$ cat config.mk
export PLATFORM = sky130hd
export DESIGN_NAME = uart_tx_buffered
export DESIGN_NICKNAME = d
export VERILOG_FILES = /design/src/rtl/uart_tx_buffered.sv
export SDC_FILE = /design/constraint.sdc
export NUM_CORES = 1
export LEC_CHECK = 0
export BUFFER_PORTS_ARGS = -buffer_cell sky130_fd_sc_hd__buf_2
export CAP_MARGIN = 20
export CORE_ASPECT_RATIO = 1.75
export CORE_MARGIN = 10
export CORE_UTILIZATION = 47
export CTS_BUF_LIST = sky130_fd_sc_hd__clkbuf_4
export DETAILED_ROUTE_END_ITERATION = 10
export GPL_ROUTABILITY_DRIVEN = 0
export PLACE_DENSITY = 0.61
export SLEW_MARGIN = 10
export SYNTH_ARGS = -nofsm -noshare
export SYNTH_HDL_FRONTEND = slang
export SYNTH_SLANG_ARGS = --single-unit
$ cat constraint.sdc
create_clock -name i_clk -period 4.18 [get_ports i_clk]
set_input_delay 1.254 -clock i_clk [delete_from_list [all_inputs] [get_ports i_clk]]
set_output_delay 1.254 -clock i_clk [all_outputs]
set_load 0.005 [all_outputs]
$ cat src/rtl/uart_tx_buffered.sv
// uart_tx_buffered: FIFO-buffered 8N1 UART transmitter fed by one-cycle write strobes.
// The serializer drains the FIFO and chains frames without idle bits while data is queued.
module uart_tx_buffered #(
    parameter int CLK_HZ = 100_000_000,
    parameter int BAUD   = 115200,
    parameter int DEPTH  = 16
) (
    input  logic                     i_clk,
    input  logic                     i_rst_n,
    input  logic                     i_wr_en,
    input  logic [7:0]               i_wr_data,
    output logic                     o_full,
    output logic                     o_empty,
    output logic [$clog2(DEPTH):0]   o_count,
    output logic                     o_overflow,
    output logic                     o_busy,
    output logic                     o_uart_tx
);
    localparam int CPB = CLK_HZ / BAUD;
    localparam int AW  = $clog2(DEPTH);
    localparam int BW  = $clog2(CPB);
    localparam logic [BW-1:0] BAUD_LAST = BW'(CPB - 1);
    localparam logic [AW:0]   FULL_CNT  = (AW + 1)'(DEPTH);

    typedef enum logic [1:0] {IDLE, START, DATA, STOP} state_t;

    state_t          r_state, w_state_n;
    logic [7:0]      r_mem [DEPTH];
    logic [AW-1:0]   r_wr_ptr, r_rd_ptr;
    logic [AW:0]     r_count, w_count_n;
    logic            r_full, r_empty, r_overflow;
    logic [BW-1:0]   r_baud, w_baud_n;
    logic [2:0]      r_bit, w_bit_n;
    logic [7:0]      r_shift, w_shift_n;
    logic            r_tx, w_tx_n;
    logic            w_push, w_pop, w_bit_end;

    // Push is gated by the registered full flag, so a same-cycle pop never rescues it.
    assign w_push    = i_wr_en && !r_full;
    assign w_bit_end = r_baud == BAUD_LAST;
    assign w_count_n = r_count + (AW + 1)'(w_push) - (AW + 1)'(w_pop);

    always_ff @(posedge i_clk) begin
        if (w_push) r_mem[r_wr_ptr] <= i_wr_data;
    end

    always_ff @(posedge i_clk or negedge i_rst_n) begin
        if (!i_rst_n) begin
            r_wr_ptr   <= '0;
            r_rd_ptr   <= '0;
            r_count    <= '0;
            r_full     <= 1'b0;
            r_empty    <= 1'b1;
            r_overflow <= 1'b0;
        end else begin
            r_wr_ptr   <= r_wr_ptr + AW'(w_push);
            r_rd_ptr   <= r_rd_ptr + AW'(w_pop);
            r_count    <= w_count_n;
            r_full     <= w_count_n == FULL_CNT;
            r_empty    <= w_count_n == '0;
            r_overflow <= r_overflow | (i_wr_en & r_full);
        end
    end

    always_comb begin
        w_state_n = r_state;
        w_baud_n  = w_bit_end ? '0 : r_baud + 1'b1;
        w_bit_n   = r_bit;
        w_shift_n = r_shift;
        w_tx_n    = r_tx;
        w_pop     = 1'b0;
        case (r_state)
            IDLE: begin
                w_baud_n = '0;
                w_tx_n   = 1'b1;
                if (!r_empty) begin
                    w_pop     = 1'b1;
                    w_shift_n = r_mem[r_rd_ptr];
                    w_state_n = START;
                    w_tx_n    = 1'b0;
                end
            end
            START: if (w_bit_end) begin
                w_state_n = DATA;
                w_bit_n   = '0;
                w_tx_n    = r_shift[0];
            end
            DATA: if (w_bit_end) begin
                w_shift_n = r_shift >> 1;
                w_state_n = (r_bit == 3'd7) ? STOP : DATA;
                w_bit_n   = r_bit + 3'd1;
                w_tx_n    = (r_bit == 3'd7) ? 1'b1 : r_shift[1];
            end
            STOP: if (w_bit_end) begin
                // Chain straight into the next start bit when data is waiting.
                w_pop     = !r_empty;
                w_shift_n = r_empty ? r_shift : r_mem[r_rd_ptr];
                w_state_n = r_empty ? IDLE : START;
                w_tx_n    = r_empty;
            end
            default: w_state_n = IDLE;
        endcase
    end

    always_ff @(posedge i_clk or negedge i_rst_n) begin
        if (!i_rst_n) begin
            r_state <= IDLE;
            r_baud  <= '0;
            r_bit   <= '0;
            r_shift <= '0;
            r_tx    <= 1'b1;
        end else begin
            r_state <= w_state_n;
            r_baud  <= w_baud_n;
            r_bit   <= w_bit_n;
            r_shift <= w_shift_n;
            r_tx    <= w_tx_n;
        end
    end

    assign o_full     = r_full;
    assign o_empty    = r_empty;
    assign o_count    = r_count;
    assign o_overflow = r_overflow;
    assign o_busy     = r_state != IDLE;
    assign o_uart_tx  = r_tx;
endmodule

* Word-level counts from Yosys, hierarchy flattened
Memories as Yosys holds them, arrays and structs flattened.
Index checks and enable logic that the tools add are counted.
** Storage, ports and cells
- Flip-flop bits (word level) :: 40
- Memory bits (writable) :: 128
- Bits of input ports :: 11
- Output and inout port bits :: 10
- Memories kept :: 1
** Cells by class
- Add/subtract/negate cells :: 6
- Eq/ne operators :: 10
- Muxes and demuxes :: 27
- Bitwise operators :: 2
- Reduce and logical (&&, ||, !) cells :: 12
** Memories
- r_mem :: depth 16, bits a word 8, rd ports 1, clocked after Yosys merged registers in 0, write ports 1, RTL line 28 : logic [7:0] r_mem [DEPTH];
** Operators with widths (number)
- two-way mux 8 bit :: 3
- one-hot mux 8 bit (3 select lines) :: 1
- two-way mux 10 bit :: 2
- two-way mux 1 bit :: 11
- adder 10 x 1 -> 10 bit, second input constant :: 1
- equality test 10 bit, second input constant :: 1
- AND reduction 3 bit :: 3
- adder 4 x 1 -> 4 bit :: 2
- two-way mux 2 bit :: 4
- != test 2 bit, second input constant :: 4
- one-hot mux 2 bit (4 select lines) :: 1
- two-way mux 3 bit :: 2
- one-hot mux 3 bit (2 select lines) :: 1
- adder 5 x 1 -> 5 bit :: 1
- equality test 5 bit, second input constant :: 1
- zero test 5 bit :: 1
- subtractor 5 x 1 -> 5 bit :: 1
- equality test 2 bit, second input constant :: 2
- one-hot mux 1 bit (4 select lines) :: 1
- AND reduction 4 bit :: 1
- nonzero test 2 bit :: 2
- adder 3 x 1 -> 3 bit, second input constant :: 1
- equality test 3 bit, second input constant :: 1
- nonzero test 3 bit :: 1
- other kinds (7) :: 8

* Logic depth before layout (Yosys ltp)
- Word-level depth :: 5
- Gate-level depth with buffers :: 12

* Least setup slack after synthesis
Ideal clock, no wire load.
- Path type :: input to register
- Start :: input i_wr_en
- End :: register r_empty (netlist: o_empty)
- Arrival time :: 2.833 ns
- Data required time :: 4.083 ns
- Path slack :: 1.250 ns
- Stages :: 9
- Path buffers :: 0
- Path through :: nand2b_1 inv_1 nor4_1 inv_1 ha_1 a21o_1 a21oi_1 xnor2_1 nor4_1
** Between the ends
- Longest elaborated chain between the ends :: 4
** RTL lines
- from (decl) :: RTL line 10 : input logic i_wr_en,
- logical AND 1 bit :: RTL line 39 : assign w_push = i_wr_en && !r_full;
- adder 5 x 1 -> 5 bit :: RTL line 41 : assign w_count_n = r_count + (AW + 1)'(w_push) - (AW + 1)'(w_pop);
- subtractor 5 x 1 -> 5 bit :: RTL line 41
- named net w_count_n[3] :: RTL line 30 : logic [AW:0] r_count, w_count_n;
- zero test 5 bit :: RTL line 60 : r_empty <= w_count_n == '0;
- to (signal assigned) :: RTL line 53 : r_empty <= 1'b1;
- to (signal assigned) :: RTL line 60
- to (decl) :: RTL line 31 : logic r_full, r_empty, r_overflow;
The timed path passes the listed nets, and every way through them passes these cells.
A chain may end at the register's enable or synchronous reset.

* Worst setup path after layout
- Start :: register r_baud[0]
- End :: register r_empty (netlist: o_empty)
** Between the ends
- Longest elaborated chain between the ends :: 5
** RTL lines
- from (decl) :: RTL line 32 : logic [BW-1:0] r_baud, w_baud_n;
- from (signal assigned) :: RTL line 114 : r_baud <= w_baud_n;
- equality test 10 bit :: RTL line 40 : assign w_bit_end = r_baud == BAUD_LAST;
- two-way mux 1 bit :: RTL line 94 : STOP: if (w_bit_end) begin
- one-hot mux 1 bit (2 select lines) :: RTL line 72 : case (r_state)
- subtractor 5 x 1 -> 5 bit :: RTL line 41
- zero test 5 bit :: RTL line 60
Every way passes these cells.

==> impl_results.rst <==
.. list-table::
   :header-rows: 1

   * - Metric
     - Value
   * - Outcome
     - complete, no violations
   * - Worst IR drop on VDD
     - 0.000196 V
   * - CP Data Arrival Time
     - 3.79 ns
   * - Layout cell share with drive strength beyond 1
     - 22.2%
   * - IO Port Bufs
     - 20
   * - Setup repair after global routing missed its margin
     - false
   * - Clk sinks
     - 168
   * - Number of post-CTS setup repair buffers
     - 0
   * - CP top delay family
     - simple AND/OR/NAND/NOR gates
   * - Cells after synthesis
     - 411
   * - Worst clock skew
     - 0.0217 ns
   * - Cell Area, Synth
     - 7010 µm²
   * - Detailed-route vias per instance
     - 5.73
   * - Portion of the post-synthesis area used by sequential elements
     - 69.2%
   * - Post_cts resized
     - 0
   * - Number of hold buffers added after CTS
     - 0
   * - Total number of nets in the final design
     - 470
   * - Worst-case reg-to-reg path depth
     - 12
   * - Wire length per cell
     - 21.6 µm
   * - Dpl hpwl
     - 9550 µm
   * - Number of global-route vias before repair
     - 3920
   * - Final critical path time including I/O delays and setup
     - 3.32 ns
   * - Standard cell with the maximum stage delay on the critical path
     - sky130_fd_sc_hd__dfrtp_1
   * - Critical path buffers and inverters
     - 1
   * - Power Dens Cells
     - 474 nW/µm²
   * - Type of the most critical hold path
     - reg -> reg
   * - Number of placement rows
     - 59
   * - Area of the core
     - 14800 µm²
   * - Async SR Flop Fraction
     - 23.8%
   * - Number of nets with antenna violations after routing
     - 0
   * - Number of top-level pins
     - 21
   * - Starting DRT DRC Count
     - 188
   * - CTS clock-pin slew for the worst setup and hold paths
     - 0.16 ns
   * - Final count of negative-setup-slack endpoints
     - 0
   * - Number of H-tree levels
     - 4
   * - Worst slew margin relative to its limit
     - 38.7%
   * - Max Fanout on Critical Path
     - 6
   * - CTS tree
     - yes
   * - Detailed-route DRC error count
     - 0
   * - Leakage power summed over all cells
     - 0.00269 µW
   * - Final hold violations
     - 0
   * - TritonCTS buffer count
     - 17
   * - Pwr Total
     - 3590 µW
   * - Post-layout instance area
     - 7580 µm²
   * - Flip-flop cell with the highest count after synthesis
     - sky130_fd_sc_hd__edfxtp_1
   * - Delay of the slowest critical-path stage
     - 0.41 ns
   * - Slew Viols, Final
     - 0
   * - Area added between synthesis and finish
     - 8.10%
   * - Insertion delay to the later sink of the worst-skew pair
     - 0.56 ns
   * - Post-Syn Nets
     - 439
   * - Clock root buffer master
     - sky130_fd_sc_hd__clkbuf_4
   * - Post-route non-filler standard cell count
     - 639
   * - Average cell area after synthesis
     - 17.1 µm²
   * - Die height
     - 182 µm
   * - Sequence of cells on the critical path
     - ha_1, nor3b_1, a41oi_1, nor3_1, xnor2_1, ha_1, inv_1, fa_1, nor2b_1, o21ai_0, nor3b_1, nor4_1
   * - X dimension of the die
     - 112 µm
   * - Placed cell count
     - 606
   * - Minimum hold slack
     - 0.472 ns
   * - Global-route wire length before repair
     - 21900 µm
   * - Total detailed-routing wirelength
     - 13800 µm
   * - Accumulated negative setup slack
     - 0 ns
   * - Category of the worst setup path launch point
     - flip-flop
   * - Gr usage total
     - 13.8%
   * - Number of antenna violations at the first check in global routing
     - 1
   * - Number of storage elements in the synthesis netlist
     - 168
   * - Fin crit share
     - 79.5%
   * - Yosys synthesis warning count
     - 0
   * - Worst hold path stage count
     - 1
   * - Post-detailed-placement cell area
     - 7290 µm²
   * - Critical setup path kind
     - reg -> reg
   * - Number of different library cells in the post-synthesis netlist
     - 49
   * - Max-cap check violation count
     - 0
   * - Initial Utilization
     - 47.5%
   * - Routed vias
     - 3661
   * - Req. time, crit path
     - 4.64 ns
   * - Number of synthesized flops with an enable pin
     - 128
   * - Layout filler cell count
     - 1240
   * - Worst setup EP type
     - flip-flop
   * - CTS Buffer Depth
     - 2
   * - Maximum number of pins on one net before global-route repair
     - 41
   * - Detailed Routing Iterations Pass 1
     - 4
   * - Fmax achieved
     - 301 MHz
   * - Die footprint
     - 20400 µm²
   * - Crit. path cell count
     - 12
   * - Grt total ovfl
     - 0
   * - Slew at the pin closest to its max-slew limit
     - 0.920 ns
[metrics by stage]
stage / util (%) / setup slack, ns
floorplan: - / 1.25
global placement: 49.4 / 0.892
detailed placement: 49.4 / 0.786
CTS: 51.3 / 0.808
global route: 51.3 / 0.552
finish: 51.3 / 0.855
[area by class of cell]
class / count / area (µm²) / area share (%)
timing repair buffer: 26 / 145 / 1.92
tap: 183 / 229 / 3.02
clock inverter: 15 / 158 / 2.08
multi-input combinational: 215 / 2010 / 26.6
antenna: 1 / 2.50 / 0.0330
inverter: 14 / 52.6 / 0.694
clock buffer: 17 / 128 / 1.68
sequential: 168 / 4850 / 64.0
[registers in the layout, summed over array words and instances (netlist names)]
register / count
o_uart_tx: 1
r_shift: 8
r_wr_ptr: 4
r_baud: 10
o_full: 1
r_rd_ptr: 4
r_state: 2
r_bit: 3
o_count: 5
o_overflow: 1
r_mem: 128
o_empty: 1
[kinds of logic after synthesis]
| group | share of synthesized area (%) |
|---|---|
| AO/OA/AOI/OAI | 5.94 |
| XOR/XNOR | 2.12 |
| adder cells (fa/ha/maj) | 3.14 |
| buffers and inverters | 2.12 |
| flip-flops | 69.2 |
| multiplexers | 11.1 |
| AND/OR/NAND/NOR | 6.43 |
[metal layers]
layer	wire length, µm	part of all wire [%]	global-route usage (%)	vias up
met4	184	1.3	4.64	0
met2	7790	56	25.4	76
met5	0	0	0	-
li1	-	-	-	1666
met1	5340	39	15.4	1902
met3	492	3.6	2.57	17
[cell usage after synthesis (all sizes together), types with 2 or more instances]
| cell | instances | area [µm²] |
|---|---|---|
| a21oi | 11 | 58.8 |
| nand2b | 3 | 18.8 |
| o21ai | 8 | 40.0 |
| ha | 16 | 200 |
| mux4 | 32 | 721 |
| nand4 | 3 | 18.8 |
| nor3b | 2 | 15.0 |
| nand3 | 7 | 35.0 |
| nor3 | 10 | 50.1 |
| xnor2 | 8 | 70.1 |
| and3 | 3 | 18.8 |
| edfxtp | 128 | 3840 |
| mux2 | 2 | 26.3 |
| o2bb2ai | 3 | 26.3 |
| dfstp | 2 | 52.6 |
| nor2 | 29 | 109 |
| a22oi | 6 | 45.0 |
| a21o | 3 | 22.5 |
| nor2b | 3 | 18.8 |
| xor2 | 9 | 78.8 |
| clkbuf | 6 | 33.8 |
| a31oi | 7 | 43.8 |
| or3 | 2 | 12.5 |
| dfrtp | 38 | 951 |
| nand2 | 14 | 52.6 |
| nor4 | 4 | 25.0 |
| buf | 8 | 62.6 |
| and2 | 4 | 25.0 |
| a21boi | 2 | 15.0 |
| mux2i | 3 | 30.0 |
| inv | 13 | 48.8 |
| a22o | 12 | 105 |
[where the power goes]
part	total (µW)	leakage, µW	switching (µW)	internal, µW
sequential	2120	0.00164	108	2010
clock	913	0.000149	642	271
combinational	557	0.000893	335	222
total	3590	0.00269	1080	2500
[placed cells by master, fill, tap and decap left out, types with 4 or more instances in the layout]
| master | Yosys | final |
|---|---|---|
| sky130_fd_sc_hd__inv_1 | 13 | 13 |
| sky130_fd_sc_hd__dfrtp_1 | 38 | 36 |
| sky130_fd_sc_hd__nand3_1 | 7 | 7 |
| sky130_fd_sc_hd__ha_1 | 16 | 16 |
| sky130_fd_sc_hd__a21oi_1 | 10 | 10 |
| sky130_fd_sc_hd__a22oi_1 | 6 | 6 |
| sky130_fd_sc_hd__o21ai_0 | 7 | 7 |
| sky130_fd_sc_hd__inv_8 | 0 | 4 |
| sky130_fd_sc_hd__mux4_2 | 32 | 32 |
| sky130_fd_sc_hd__a31oi_1 | 7 | 7 |
| sky130_fd_sc_hd__a22o_1 | 12 | 12 |
| sky130_fd_sc_hd__buf_2 | 2 | 20 |
| sky130_fd_sc_hd__nor3_1 | 10 | 10 |
| sky130_fd_sc_hd__clkbuf_4 | 0 | 17 |
| sky130_fd_sc_hd__edfxtp_1 | 128 | 128 |
| sky130_fd_sc_hd__xnor2_1 | 8 | 8 |
| sky130_fd_sc_hd__and2_1 | 4 | 4 |
| sky130_fd_sc_hd__nand2_1 | 14 | 14 |
| sky130_fd_sc_hd__xor2_1 | 9 | 9 |
| sky130_fd_sc_hd__nor4_1 | 4 | 4 |
| sky130_fd_sc_hd__nor2_1 | 29 | 29 |
| sky130_fd_sc_hd__buf_4 | 0 | 6 |
[final timing paths]
check                           slack (ns)     endpoint        from
worst max register to register        0.86      o_empty   r_baud[0]
worst min register to register        0.47   o_overflow  o_overflow
worst max-delay path                  0.86      o_empty   r_baud[0]
worst min-delay path                  0.47   o_overflow  o_overflow
max in group asynchronous             2.76  r_rd_ptr[2]     i_rst_n
min in group asynchronous             0.81   o_count[3]     i_rst_n
Note: power is estimated with default switching activity, not from simulation.
